--- src/rtl/quad_encoder_tx_pkg.sv ---
// Shared definitions for the quadrature encoder emulator: FSM states and A/B phase tables.
// The reader imports the same tables so both ends agree on phase order.
package quad_encoder_tx_pkg;

  localparam int unsigned POS_W = 5;
  localparam int unsigned AB_W  = 2;

  typedef enum logic [2:0] {
    IDLE  = 3'd0,
    PH1   = 3'd1,
    PH2   = 3'd2,
    PH3   = 3'd3,
    DWELL = 3'd4
  } state_e;

  // bit1 = A, bit0 = B
  typedef struct packed {
    logic a;
    logic b;
  } ab_t;

  localparam logic [AB_W-1:0] CW_AB  [0:3] = '{2'b10, 2'b00, 2'b01, 2'b11};
  localparam logic [AB_W-1:0] CCW_AB [0:3] = '{2'b01, 2'b00, 2'b10, 2'b11};
  localparam logic [AB_W-1:0] AB_DETENT    = 2'b11;

  function automatic ab_t phase_ab(input logic dir, input logic [1:0] idx);
    return dir ? ab_t'(CW_AB[idx]) : ab_t'(CCW_AB[idx]);
  endfunction

endpackage

--- src/rtl/quad_encoder_tx_if.sv ---
// Step handshake and quadrature output bundle of the encoder emulator.
interface quad_encoder_tx_if;
  import quad_encoder_tx_pkg::*;

  logic             step_valid;
  logic             step_dir;
  logic             step_ready;
  logic             A;
  logic             B;
  logic             busy;
  logic [POS_W-1:0] pos;

  modport master (
    output step_valid, step_dir,
    input  step_ready, A, B, busy, pos
  );

  modport slave (
    input  step_valid, step_dir,
    output step_ready, A, B, busy, pos
  );

endinterface

--- src/rtl/quad_encoder_tx_phase_timer.sv ---
// Loadable down-counter timing each phase; expired is registered alongside the count.
module quad_encoder_tx_phase_timer #(
  parameter int unsigned W = 2
) (
  input  logic         clk,
  input  logic         rst_n,
  input  logic         load_i,
  input  logic [W-1:0] value_i,
  output logic         expired_o
);

  logic [W-1:0] cnt_q;
  logic         expired_q;

  // expired_q tracks (cnt_q == 0) without a compare on the output path
  always_ff @(posedge clk or negedge rst_n) begin
    if (!rst_n) begin
      cnt_q     <= '0;
      expired_q <= 1'b1;
    end else if (load_i) begin
      cnt_q     <= value_i;
      expired_q <= (value_i == '0);
    end else if (cnt_q != '0) begin
      cnt_q     <= cnt_q - W'(1);
      expired_q <= (cnt_q == W'(1));
    end
  end

  assign expired_o = expired_q;

endmodule

--- src/rtl/quad_encoder_tx.sv ---
// Quadrature encoder emulator: turns CW/CCW step requests into detented A/B Gray sequences
// and tracks the mod-(POS_MAX+1) shaft position the quadrature reader reports.
module quad_encoder_tx
  import quad_encoder_tx_pkg::*;
#(
  parameter int unsigned PHASE_CYCLES = 50000,
  parameter int unsigned DWELL_CYCLES = 100000,
  parameter int unsigned POS_MAX      = 19
) (
  input  logic              clk,
  input  logic              rst_n,
  quad_encoder_tx_if.slave  bus
);

  localparam int unsigned MAX_CYC = (PHASE_CYCLES > DWELL_CYCLES) ? PHASE_CYCLES : DWELL_CYCLES;
  localparam int unsigned TMR_W   = (MAX_CYC > 1) ? $clog2(MAX_CYC) : 1;

  state_e           state_q, state_d;
  logic             dir_q, dir_d;
  ab_t              ab_q, ab_d;
  logic [POS_W-1:0] pos_q, pos_d;
  logic             tmr_load;
  logic [TMR_W-1:0] tmr_val;
  logic             tmr_expired;
  logic             accept;

  assign accept = bus.step_valid && (state_q == IDLE);

  quad_encoder_tx_phase_timer #(.W(TMR_W)) u_timer (
    .clk       (clk),
    .rst_n     (rst_n),
    .load_i    (tmr_load),
    .value_i   (tmr_val),
    .expired_o (tmr_expired)
  );

  always_ff @(posedge clk or negedge rst_n) begin
    if (!rst_n) begin
      state_q <= IDLE;
      dir_q   <= 1'b0;
      ab_q    <= ab_t'(AB_DETENT);
      pos_q   <= '0;
    end else begin
      state_q <= state_d;
      dir_q   <= dir_d;
      ab_q    <= ab_d;
      pos_q   <= pos_d;
    end
  end

  // Next state; any unlisted encoding falls back to IDLE
  always_comb begin
    state_d = state_q;
    case (state_q)
      IDLE:    if (accept)      state_d = PH1;
      PH1:     if (tmr_expired) state_d = PH2;
      PH2:     if (tmr_expired) state_d = PH3;
      PH3:     if (tmr_expired) state_d = DWELL;
      DWELL:   if (tmr_expired) state_d = IDLE;
      default:                  state_d = IDLE;
    endcase
  end

  // A/B, direction latch, timer reload and position wrap, all keyed off the state being entered
  always_comb begin
    dir_d    = dir_q;
    ab_d     = ab_t'(AB_DETENT);
    pos_d    = pos_q;
    tmr_load = (state_d != state_q);
    tmr_val  = TMR_W'(PHASE_CYCLES - 1);

    if (accept) dir_d = bus.step_dir;

    case (state_d)
      PH1:     ab_d = phase_ab(dir_d, 2'd0);
      PH2:     ab_d = phase_ab(dir_d, 2'd1);
      PH3:     ab_d = phase_ab(dir_d, 2'd2);
      DWELL:   tmr_val = TMR_W'(DWELL_CYCLES - 1);
      default: ab_d = ab_t'(AB_DETENT);
    endcase

    if ((state_q == PH3) && (state_d == DWELL)) begin
      if (dir_q) pos_d = (pos_q == POS_W'(POS_MAX)) ? '0 : pos_q + POS_W'(1);
      else       pos_d = (pos_q == '0) ? POS_W'(POS_MAX) : pos_q - POS_W'(1);
    end
  end

  assign bus.step_ready = (state_q == IDLE);
  assign bus.busy       = (state_q != IDLE);
  assign bus.A          = ab_q.a;
  assign bus.B          = ab_q.b;
  assign bus.pos        = pos_q;

endmodule

--- src/flat_wrapper.sv ---
// flat-port wrapper written by rule: the top's interface ports become plain ports
module quad_encoder_tx_flat import quad_encoder_tx_pkg::*;
#(
  parameter int unsigned PHASE_CYCLES = 50000,
  parameter int unsigned DWELL_CYCLES = 100000,
  parameter int unsigned POS_MAX      = 19
)
  (clk, rst_n, bus_step_valid, bus_step_dir, bus_step_ready, bus_A, bus_B, bus_busy, bus_pos);
  quad_encoder_tx_if bus_i ();
  input  logic clk;
  input  logic rst_n;
  input wire logic [$bits(bus_i.step_valid)-1:0] bus_step_valid;
  input wire logic [$bits(bus_i.step_dir)-1:0] bus_step_dir;
  output wire logic [$bits(bus_i.step_ready)-1:0] bus_step_ready;
  output wire logic [$bits(bus_i.A)-1:0] bus_A;
  output wire logic [$bits(bus_i.B)-1:0] bus_B;
  output wire logic [$bits(bus_i.busy)-1:0] bus_busy;
  output wire logic [$bits(bus_i.pos)-1:0] bus_pos;
  assign bus_i.step_valid = bus_step_valid;
  assign bus_i.step_dir = bus_step_dir;
  assign bus_step_ready = bus_i.step_ready;
  assign bus_A = bus_i.A;
  assign bus_B = bus_i.B;
  assign bus_busy = bus_i.busy;
  assign bus_pos = bus_i.pos;
  quad_encoder_tx #(.PHASE_CYCLES(PHASE_CYCLES), .DWELL_CYCLES(DWELL_CYCLES), .POS_MAX(POS_MAX)) u_core (.clk(clk), .rst_n(rst_n), .bus(bus_i));
endmodule
--- config.mk ---
export PLATFORM = sky130hd
export DESIGN_NAME = quad_encoder_tx_flat
export DESIGN_NICKNAME = d
export VERILOG_FILES = /design/src/rtl/quad_encoder_tx_pkg.sv /design/src/rtl/quad_encoder_tx_if.sv /design/src/rtl/quad_encoder_tx_phase_timer.sv /design/src/rtl/quad_encoder_tx.sv /design/src/flat_wrapper.sv
export SDC_FILE = /design/constraint.sdc
export NUM_CORES = 1
export LEC_CHECK = 0
export BUFFER_PORTS_ARGS = -buffer_cell sky130_fd_sc_hd__buf_2
export CAP_MARGIN = 20
export CORE_MARGIN = 2
export CORE_UTILIZATION = 35
export CTS_CLUSTER_SIZE = 30
export DETAILED_ROUTE_END_ITERATION = 6
export PLACE_DENSITY = 0.51
export REMOVE_ABC_BUFFERS = 1
export SLEW_MARGIN = 40
export SYNTH_ARGS = -nofsm -noshare
export SYNTH_HDL_FRONTEND = slang
export SYNTH_SLANG_ARGS = --single-unit
--- constraint.sdc ---
create_clock -name clk -period 2.35 [get_ports clk]
set_input_delay 0.3525 -clock clk [delete_from_list [all_inputs] [get_ports clk]]
set_output_delay 0.3525 -clock clk [all_outputs]
set_load 0.03 [all_outputs]
Yosys cells after proc, flatten, opt, wreduce, memory -nomap -nowiden
Index checks and enable logic that the tools add are counted.
{"block": "word_totals", "in_bits": 4, "output_inout_bits": 9, "regBits": 29, "word_cells": 47}
{"block": "classes", "reduce_logical": 8, "addsub": 3, "mux": 18, "n_eq_ne": 11}
{"operator": "$mux 17", "n": 3}
{"operator": "$eq 17x1->1 const B", "n": 1}
{"operator": "$logic_not 17->1", "n": 1}
{"operator": "$reduce_bool 17->1", "n": 1}
{"operator": "$sub 17x1->17 const B", "n": 1}
{"operator": "$mux 3", "n": 5}
{"operator": "$mux 5", "n": 3}
{"operator": "$pmux 3 s5", "n": 1}
{"operator": "$eq 3x2->1 const B", "n": 4}
{"operator": "$eq 3x1->1 const B", "n": 2}
{"operator": "$eq 3x3->1 const B", "n": 2}
{"operator": "$pmux 2 s3", "n": 1}
{"operator": "$add 5x1->5 const B", "n": 1}
{"operator": "$eq 5x5->1 const B", "n": 1}
{"operator": "$logic_not 5->1", "n": 1}
{"operator": "$sub 5x1->5 const B", "n": 1}
{"operator": "$mux 2", "n": 2}
{"operator": "$logic_not 3->1", "n": 1}
{"operator": "$mux 1", "n": 3}
{"operator": "$ne 3x3->1", "n": 1}
{"operator": "$reduce_bool 3->1", "n": 1}
{"operator": "$logic_and 1x1->1", "n": 2}
{"operator": "$reduce_bool 2->1", "n": 1}

Logic depth before layout (Yosys ltp)
Gate-level depths: netlist (run 1).
{"block": "logic_depth", "word_depth": 8, "ltp_mapped": 7, "depth_no_buf": 6}

Hierarchy
A second synthesis (run 1) with hierarchy kept.
{"block": "unflattened", "hier_cells": 206, "area_unflattened_um2": 1854.3}
{"module": "quad_encoder_tx_phase_timer", "cells_each": 121, "instances": 1, "seq_area_each_um2": 451.7, "area_per_inst_um2": 1109.8}
{"module": "quad_encoder_tx", "cells_each": 85, "instances": 1, "seq_area_each_um2": 277.8, "area_per_inst_um2": 744.5}

Worst setup path before layout (run 1)
Ideal clock, no wire load.
{"block": "synth_timing", "path_kind": "reg-to-reg", "startpoint": "register u_core.u_timer.expired_q (netlist: u_core.u_timer.expired_o)", "endpoint": "register u_core.pos_q[3] (netlist: u_core.bus.pos[3])", "path_stages_with_launch": 6, "slack_ns": 0.615, "required_ns": 2.209, "n_path_buf": 1, "period_less_slack_ns": 1.735, "setup_time_ns": 0.141, "arrival_ns": 1.593, "cell_sequence": "dfstp_2 > buf_2 > nand4b_1 > or4_1 > a21oi_1 > o32ai_1"}
{"block": "synth_via", "elab_chain_len": 4, "word_cells_on_any_way": 7, "cone_classes": "eq/ne (1); mux (5); reduce/logical (1)"}
{"item": "start, declared", "line_no": "quad_encoder_tx_phase_timer.sv:13", "text": "logic expired_q;"}
{"item": "start signal, assigned", "line_no": "quad_encoder_tx_phase_timer.sv:22", "text": "expired_q <= (value_i == '0);"}
{"item": "start signal, assigned", "line_no": "quad_encoder_tx_phase_timer.sv:25", "text": "expired_q <= (cnt_q == W'(1));"}
{"item": "$mux 3, on equally long branches"}
{"item": "$pmux 3 s5 *", "line_no": "quad_encoder_tx.sv:54", "text": "case (state_q)"}
{"item": "$eq 3x3->1 *", "line_no": "quad_encoder_tx.sv:82", "text": "if ((state_q == PH3) && (state_d == DWELL)) begin"}
{"item": "$logic_and 1x1->1 *", "line_no": "quad_encoder_tx.sv:82"}
{"item": "end signal, assigned", "line_no": "quad_encoder_tx.sv:47", "text": "pos_q <= pos_d;"}
{"item": "end, declared", "line_no": "quad_encoder_tx.sv:21", "text": "logic [POS_W-1:0] pos_q, pos_d;"}
Mark *: on every way between the ends. The rest lies on a longest branch, timed or not.
A chain may end at the register's enable or synchronous reset.

Worst setup path after layout (run 1)
{"block": "layout_timing", "startpoint": "register u_core.u_timer.cnt_q[0]", "endpoint": "register u_core.u_timer.cnt_q[2]"}
{"block": "layout_via", "elab_chain_len": 3, "word_cells_on_any_way": 5, "cone_classes": "add/sub (1); mux (2); reduce/logical (2)"}
{"item": "start, declared", "line_no": "quad_encoder_tx_phase_timer.sv:12", "text": "logic [W-1:0] cnt_q;"}
{"item": "start signal, assigned", "line_no": "quad_encoder_tx_phase_timer.sv:21", "text": "cnt_q <= value_i;"}
{"item": "start signal, assigned", "line_no": "quad_encoder_tx_phase_timer.sv:24", "text": "cnt_q <= cnt_q - W'(1);"}
{"item": "$sub 17x1->17", "line_no": "quad_encoder_tx_phase_timer.sv:24"}
{"item": "$mux 17", "line_no": "quad_encoder_tx_phase_timer.sv:23", "text": "end else if (cnt_q != '0) begin"}
{"item": "$mux 17", "line_no": "quad_encoder_tx_phase_timer.sv:20", "text": "end else if (load_i) begin"}
Several ways; a longest one is shown, not always the timed one. The select of a mux whose other input is x is not followed.

==> flow_metrics.tcl, run 1 <==
set metrics [dict create \
    status "finished, final reports clean" \
    io_pins 13 \
    grt_usage 0.161 \
    worst_pin_slew_ps 662 \
    start_util 0.369 \
    hold_path.class "in2async" \
    fin_tns_setup_ps 0 \
    syn-cell-area_mm2 0.00178 \
    drv_cap 0 \
    cp-end-kind "flip-flop" \
    p_int_uw 935 \
    postCtsHoldBufs 0 \
    drc_errors 0 \
    synth_top_cell_area_share 0.366 \
    clkPwrFrac 0.277 \
    die_y_um 75.2 \
    yosysWarnings 0 \
    dp_hpwl_um 2830 \
    required_ps 2540 \
    via_per_inst 5.59 \
    period_share 0.870 \
    synth-seq-cells 29 \
    antenna_found_initial 0 \
    p_leak_nw 0.794 \
    setup_violations 0 \
    postCtsSetupRepairBufs 0 \
    firstDrtPassIters 4 \
    skew_ps 9.83 \
    total_power_mw 1.46 \
    rsz0062_at_grt "no" \
    cts.path.max_buffers 2 \
    drive_gt1_frac 0.167 \
    fin_nets 211 \
    netlist_instances 190 \
    finalMaxSlewViolations 0 \
    p_comb_frac 0.213 \
    htreeDepth 2 \
    port_buffers 12 \
    clkSlewWorstSetupHoldPaths_ps 70 \
    worstSetupStartpointType "flip-flop" \
    grt_pass1_vias 1434 \
    drt-wirelength-per-cell_um 14.6 \
    n_antenna_cell 0 \
    ir_drop_mv 0.386 \
    n_fill_cell 512 \
    async_flop_share 1.00 \
    fmax_mhz 489 \
    grt_pass1_wl_um 6840 \
    cts_resized 0 \
    synth_edf_count 0 \
    cts-root-buf "clkbuf_8" \
    synth_ff_type "dfrtp_1" \
    routed-via-count 1508 \
    seq_area_um2 729 \
    max_slew_margin 0.559 \
    clkLatencyLatePin_ps 280 \
    grt_overflow 0 \
    fp-row-count 25 \
    drtIter0Drc 89 \
    critPathMaxFanout 9 \
    grt_max_degree 30 \
    die_w_um 75.2 \
    cts_inserted_buffers 5 \
    p_switching_uw 525 \
    wirelength_um 3950 \
    period_needed_ps 2050 \
    synthTopCellsByArea "dfrtp_1 (37%), o21ai_0 (5.6%), dfstp_2 (4.4%), ha_1 (3.5%), xor2_1 (3.5%)" \
    yosysTopAreaCell "dfrtp_1" \
    hold_viol 0 \
    cp.arrival_ps 2240 \
    die-area_mm2 0.00566 \
    synth.distinct_cells 51 \
    worst-setup-path-type "reg2reg" \
    seqPwrFrac 0.510 \
    cts_tree "yes" \
    synth_seq_area_share 0.411 \
    areaGrowthSynthToFinish_pct 11.3 \
    ant_nets 0 \
    core-area_mm2 0.00482 \
    switching_share 0.359 \
    avgSynthCellArea_um2 9.34 \
    instances_no_fill 270 \
    dp_cells 262 \
    clock-sinks 29 \
    power_density_mw_per_mm2 739 \
    gp_congestion 0.889 \
    multi_input_area_um2 986 \
]
-- synth_stat cells, types with 3 or more instances --
cell	n
nor2_1	13
nor3_1	3
buf_2	3
nand2_1	12
o21ai_0	20
nor2b_1	3
a21oi_1	12
dfstp_2	3
inv_1	7
clkbuf_1	4
or3_1	4
o21a_1	3
dfrtp_1	26
or4_1	3
xor2_1	7
nand4_1	4
nand3_1	6
o31ai_1	4
ha_1	5
mux2i_1	4
xnor2_1	4
and3_1	3
-- flip-flops by register name (all words and copies together) (netlist names) --
name,flops
u_core.bus.B,1
u_core.state_q,3
u_core.dir_q,1
u_core.u_timer.expired_o,1
u_core.bus.A,1
u_core.u_timer.cnt_q,17
u_core.bus.pos,5
-- layer usage --
layer	share of wire	vias up	GRT usage
met5	0	-	0
met4	0.016	0	0.0624
met3	0.048	8	0.0495
met2	0.47	36	0.248
met1	0.46	735	0.214
li1	-	729	-
-- power by group through the flow --
stage / clock [mW] / sequential, mW / combinational, mW
2_1_floorplan: 0 / 0.728 / 0.233
3_5_place_dp: 0 / 0.750 / 0.310
4_1_cts: 0.415 / 0.742 / 0.314
5_1_grt: 0.446 / 0.762 / 0.359
6_report: 0.404 / 0.744 / 0.311
3_3_place_gp: 0 / 0.747 / 0.300
-- cell usage in the layout (no fill, tap or decap), types with 5 or more instances in the layout --
| cell | synthesis | final |
|---|---|---|
| inv_1 | 7 | 7 |
| buf_2 | 3 | 12 |
| xor2_1 | 7 | 7 |
| clkbuf_8 | 0 | 5 |
| nand3_1 | 6 | 6 |
| dfrtp_1 | 26 | 26 |
| nand2_1 | 12 | 12 |
| ha_1 | 5 | 5 |
| a21oi_1 | 12 | 12 |
| o21ai_0 | 20 | 20 |
| nor2_1 | 13 | 13 |
-- path summary, 6_finish.rpt --
path	from	to	slack, ps	cells after the start
max	u_core.u_timer.cnt_q[0]	u_core.u_timer.cnt_q[2]	300	6
min	rst_n	u_core.u_timer.cnt_q[14]	100	1
max reg2reg	u_core.u_timer.cnt_q[0]	u_core.u_timer.cnt_q[2]	300	6
min reg2reg	u_core.u_timer.cnt_q[16]	u_core.u_timer.expired_o	570	3
max in group asynchronous	rst_n	u_core.state_q[1]	1810	1
min in group clk	bus_step_dir	u_core.dir_q	340	3
-- kinds of logic (layout without fill, tap and decap cells) --
kind of cell	count (synthesis)	count (layout)	synth area share
compound gates	50	50	0.169
xor+xnor	11	11	0.0543
fa+ha+maj	5	5	0.0352
buf+inv	15	28	0.0338
flops	29	29	0.411
mux	5	5	0.0289
simple gates	75	75	0.268
-- final cells by class --
type,instances,area share
multi-input cells,146,0.499
flip-flops and latches,29,0.369
well taps,67,0.0424
clock buffers,6,0.0367
repair buffers,13,0.0342
inverters,7,0.0133
clock inverters,2,0.00507
-- worst max-delay path, cell delays in order, from the launching register on --
cell and delay, ps:
dfrtp_1 420, inv_1 120, ha_1 250, nor4b_1 350, nand4_1 360, and3_1 320, o21ai_0 140
-- stage by stage --
step           instance area [um^2]  hold WS, ps   util  setup WS, ps
6_report                       1980         97.8  0.410           304
2_1_floorplan                  1740         56.9      -           622
3_5_place_dp                   1890          432  0.393           353
3_3_place_gp                   1890          430  0.393           428
4_1_cts                        1980          130  0.410           294
5_1_grt                        1980          160  0.410           139
No activity file was read; power rests on OpenSTA's default activity.
==> run 2, diff against run 1 <==
Settings changed: CELL_PAD_IN_SITES_DETAIL_PLACEMENT set to 1, CELL_PAD_IN_SITES_GLOBAL_PLACEMENT set to 1, PLACE_DENSITY 0.51 to 0.62.
==> run 2 against run 1 <==
  * Die area stayed put
  * Setup slack worse by 31 ps
  * Largest cell class unchanged
  * Critical endpoint unchanged
  * Combinational power is 2% higher
  * First-iteration DRC count is 21% lower
  * Clock-buffer cell count is 1 higher
  * Via count is 1.6% lower
==> flow_metrics.tcl, run 2 (synthesis results as in run 1) <==
set metrics [dict create \
    cts_inserted_buffers 5 \
    period_share 0.884 \
    die_y_um 75.2 \
    rsz0062_at_grt "no" \
    hold_viol 0 \
    grt_usage 0.181 \
    drt-wirelength-per-cell_um 16.1 \
    largest_reg_flops 17 \
    drv_cap 0 \
    hold_ws_ps 111 \
    worst_pin_slew_ps 693 \
    post-place-ws_ps 305 \
    rrSetupSlack_ps 270 \
    fin_nets 211 \
    drtIter0Drc 70 \
    period_needed_ps 2080 \
    setup_violations 0 \
    cts-root-buf "clkbuf_8" \
    areaGrowthSynthToFinish_pct 12.3 \
    finalMaxSlewViolations 0 \
    wirelength_um 4350 \
    clkLatencyLatePin_ps 280 \
    die-area_mm2 0.00566 \
    clock-sinks 29 \
    instances_no_fill 270 \
    fmax_mhz 481 \
    hold_path.class "in2async" \
    grt_pass1_wl_um 7600 \
    top_register "u_core.u_timer.cnt_q" \
    htreeDepth 2 \
    grt_pass1_vias 1545 \
    routed-via-count 1484 \
    io_pins 13 \
    skew_ps 5.86 \
    setup_ws_ps 273 \
    drc_errors 0 \
    antenna_found_initial 0 \
    final_cell_area_mm2 0.00199 \
    max_slew_margin 0.538 \
    via_per_inst 5.50 \
    worst-setup-path-type "reg2reg" \
    die_w_um 75.2 \
    grt_overflow 0 \
    status "finished, final reports clean" \
    start_util 0.369 \
    ir_drop_mv 0.539 \
    dp_cells 262 \
    required_ps 2540 \
    grt_max_degree 30 \
    layout_common_cells "dfrtp_1 (26), o21ai_0 (20), nor2_1 (13)" \
    core-area_mm2 0.00482 \
    cp-end-kind "flip-flop" \
    ant_nets 0 \
    worstSetupStartpointType "flip-flop" \
    cp.arrival_ps 2270 \
    clkSlewWorstSetupHoldPaths_ps 70 \
    critPathMaxFanout 9 \
    power_density_mw_per_mm2 763 \
    cts.path.max_buffers 2 \
    postCtsHoldBufs 0 \
    gp_congestion 0.847 \
    drive_gt1_frac 0.172 \
    path_cells "inv_1, ha_1, nor4b_1, nand4_1, and3_1, o21ai_0" \
    cts_resized 0 \
    p_leak_nw 0.803 \
    firstDrtPassIters 4 \
    utilization 0.414 \
    critPathMaxStageDelay_ps 420 \
    postCtsSetupRepairBufs 0 \
    fin_tns_setup_ps 0 \
    n_antenna_cell 0 \
    post_dp_cell_area_mm2 0.00189 \
    fp-row-count 25 \
    dp_hpwl_um 3150 \
    final_common_cell "dfrtp_1" \
    critPathSlowestCell "dfrtp_1" \
    total_power_mw 1.52 \
    cts_tree "yes" \
    port_buffers 12 \
]
==> run 2: cell count changes in the layout (fill, tap and decap cells not counted) <==
cell,delta
clkbuf_8,+2
clkinv_2,-1
clkbuf_1,-1
==> run 2: worst max-delay path: cells and delay by family (launching register included) <==
kind / cells / cell delay (ps)
AOI/OAI and AO/OA: 1 / 170
adders and majority gates: 1 / 240
buffers and inverters: 1 / 120
DFF: 1 / 420
and+or+nand+nor: 3 / 1030
==> run 2: power breakdown <==
part	switching [mW]	internal, mW
sequential	0.149	0.594
clock	0.198	0.264
combinational	0.181	0.137
total	0.527	0.995
==> run 2: worst paths after layout <==
check | startpoint | end | cells past startpoint
max | u_core.u_timer.cnt_q[0] | u_core.u_timer.cnt_q[2] | 6
min | rst_n | u_core.bus.pos[4] | 1
max reg2reg | u_core.u_timer.cnt_q[0] | u_core.u_timer.cnt_q[2] | 6
min reg2reg | u_core.u_timer.cnt_q[11] | u_core.u_timer.cnt_q[11] | 2
max in group asynchronous | rst_n | u_core.u_timer.cnt_q[2] | 1
min in group clk | bus_step_dir | u_core.dir_q | 3
==> run 2: final cells by class <==
| class | instances | area (um^2) |
|---|---|---|
| clock buffer | 7 | 96.3 |
| clock inverter | 1 | 5.00 |
| fill | 584 | 2820 |
| inverter | 7 | 26.3 |
| multi-input combinational | 146 | 986 |
| sequential | 29 | 729 |
| tap | 67 | 83.8 |
| timing repair buffer | 13 | 67.6 |
==> run 2: layer usage <==
metal / vias up / track usage / routed length [um]
met3: 9 / 0.0455 / 108
met2: 17 / 0.278 / 2090
met1: 734 / 0.247 / 2080
li1: 724 / - / -
met5: - / 0 / 0
met4: 0 / 0.0682 / 71
==> run 3, diff against run 2 <==
Clock period 2.35 ns to 2.1 ns, I/O delays scaled along.
==> run 3 against run 2 <==
  * Clock-buffer cell count stayed put
  * Cell count is 2.6% higher
  * First-iteration DRC count shrank 5.7%
  * Largest cell class unchanged
  * Largest power group unchanged
==> flow_metrics.tcl, run 3 (synthesis results as in run 1) <==
set metrics [dict create \
    status "finished, final reports clean" \
    worst-setup-path-type "reg2reg" \
    required_ps 2310 \
    utilization 0.428 \
    top_register "u_core.u_timer.cnt_q" \
    met1_usage 0.260 \
    drtIter0Drc 66 \
    fmax_mhz 532 \
    drc_errors 0 \
    grt_pass1_vias 1560 \
    fin_nets 218 \
    hold_path.class "in2async" \
    busiest_layer "met2" \
    drt-wirelength-per-cell_um 16.7 \
    grt_max_degree 30 \
    wirelength_um 4620 \
    die-area_mm2 0.00566 \
    clkSlewWorstSetupHoldPaths_ps 70 \
    worst_pin_slew_ps 672 \
    ant_nets 0 \
    dp_cells 268 \
    grt_usage 0.186 \
    routed-via-count 1535 \
    fin_tns_setup_ps 0 \
    cts_resized 0 \
    ir_drop_mv 0.376 \
    firstDrtPassIters 4 \
    cts_tree "yes" \
    skew_ps 1.74 \
    core-area_mm2 0.00482 \
    finalMaxSlewViolations 0 \
    cts.path.max_buffers 2 \
    clock-sinks 29 \
    use_met2 0.285 \
    max_slew_margin 0.552 \
    startpoint "u_core.u_timer.cnt_q[0]" \
    r2r-start "u_core.u_timer.cnt_q[0]" \
    cp-end-kind "flip-flop" \
    p_leak_nw 0.843 \
    power_density_mw_per_mm2 890 \
    gp_congestion 0.892 \
    start_util 0.369 \
    instances_no_fill 277 \
    grt_overflow 0 \
    via_per_inst 5.54 \
    hold_ws_ps 60.8 \
    n_fill_cell 587 \
    dp_hpwl_um 3370 \
    areaGrowthSynthToFinish_pct 16.1 \
    met3_usage 0.0402 \
    worstSetupStartpointType "flip-flop" \
    antenna_found_initial 0 \
    hold_viol 0 \
    io_pins 13 \
    setup_violations 0 \
    clkLatencyLatePin_ps 280 \
    drv_cap 0 \
    cts-root-buf "clkbuf_8" \
    critPathMaxFanout 7 \
    drive_gt1_frac 0.195 \
    reg2reg_depth 6 \
    layout_common_cells "dfrtp_1 (26), o21ai_0 (20), nor2_1 (13)" \
    fp-row-count 25 \
    grt_pass1_wl_um 7780 \
    cts_inserted_buffers 5 \
    rsz0062_at_grt "no" \
    cp.arrival_ps 2090 \
    period_needed_ps 1880 \
    htreeDepth 2 \
    period_share 0.896 \
    final_common_cell "dfrtp_1" \
    n_antenna_cell 0 \
    die_w_um 75.2 \
    die_y_um 75.2 \
    largest_reg_flops 17 \
    port_buffers 12 \
]
==> run 3: cell count changes in the layout (fill, tap and decap cells not counted) <==
cell / previous run / this run
clkbuf_8: 7 / 6
buf_4: 1 / 8
bufinv_16: 0 / 1
clkbuf_1: 0 / 1
clkinv_2: 1 / 0
==> run 3: worst paths after layout <==
path / endpoint / slack, ps
setup / recovery: u_core.u_timer.cnt_q[12] / 220
hold / removal: u_core.u_timer.cnt_q[15] / 60
setup reg to reg: u_core.u_timer.cnt_q[12] / 220
hold reg to reg: u_core.u_timer.cnt_q[11] / 590
max in group asynchronous: u_core.bus.pos[2] / 1600
min in group clk: u_core.dir_q / 340
==> run 3: critical path, cell delays in order, from the launching register on <==
cell	delay (ps)
dfrtp_1	430
inv_1	120
ha_1	230
nor4b_2	230
buf_4	200
or4b_1	440
a21oi_1	160
==> run 3: final cells by class <==
class / count / area (um^2) / area share
multi-input combinational: 146 / 986 / 0.478
sequential: 29 / 729 / 0.354
tap: 67 / 83.8 / 0.0407
clock buffer: 7 / 86.3 / 0.0419
timing repair buffer: 20 / 120 / 0.0583
inverter: 7 / 26.3 / 0.0127
clock inverter: 1 / 30.0 / 0.0146
==> run 3: what timing repair did <==
action,4_1_cts,5_1_grt
buffers inserted,0,1
endpoints found under the setup margin,0,7
hold buffers,0,0
==> run 3: per-layer routing <==
layer  share of wire  wire length (um)
met4           0.016                75
met2            0.48              2230
met1            0.48              2210
met5               0                 0
met3           0.023               108
==> run 3: per-stage QoR <==
stage	cell area [um^2]	worst slack [ps]	total power [mW]
2_1_floorplan	1740	372	1.08
3_3_place_gp	1940	236	1.20
3_5_place_dp	1940	89.4	1.23
4_1_cts	2050	81.3	1.86
5_1_grt	2060	23.4	1.95
6_report	2060	219	1.83
==> run 3: where the power goes <==
part / switching [mW] / internal, mW
Clock: 0.229 / 0.387
Combinational: 0.211 / 0.173
Sequential: 0.172 / 0.664
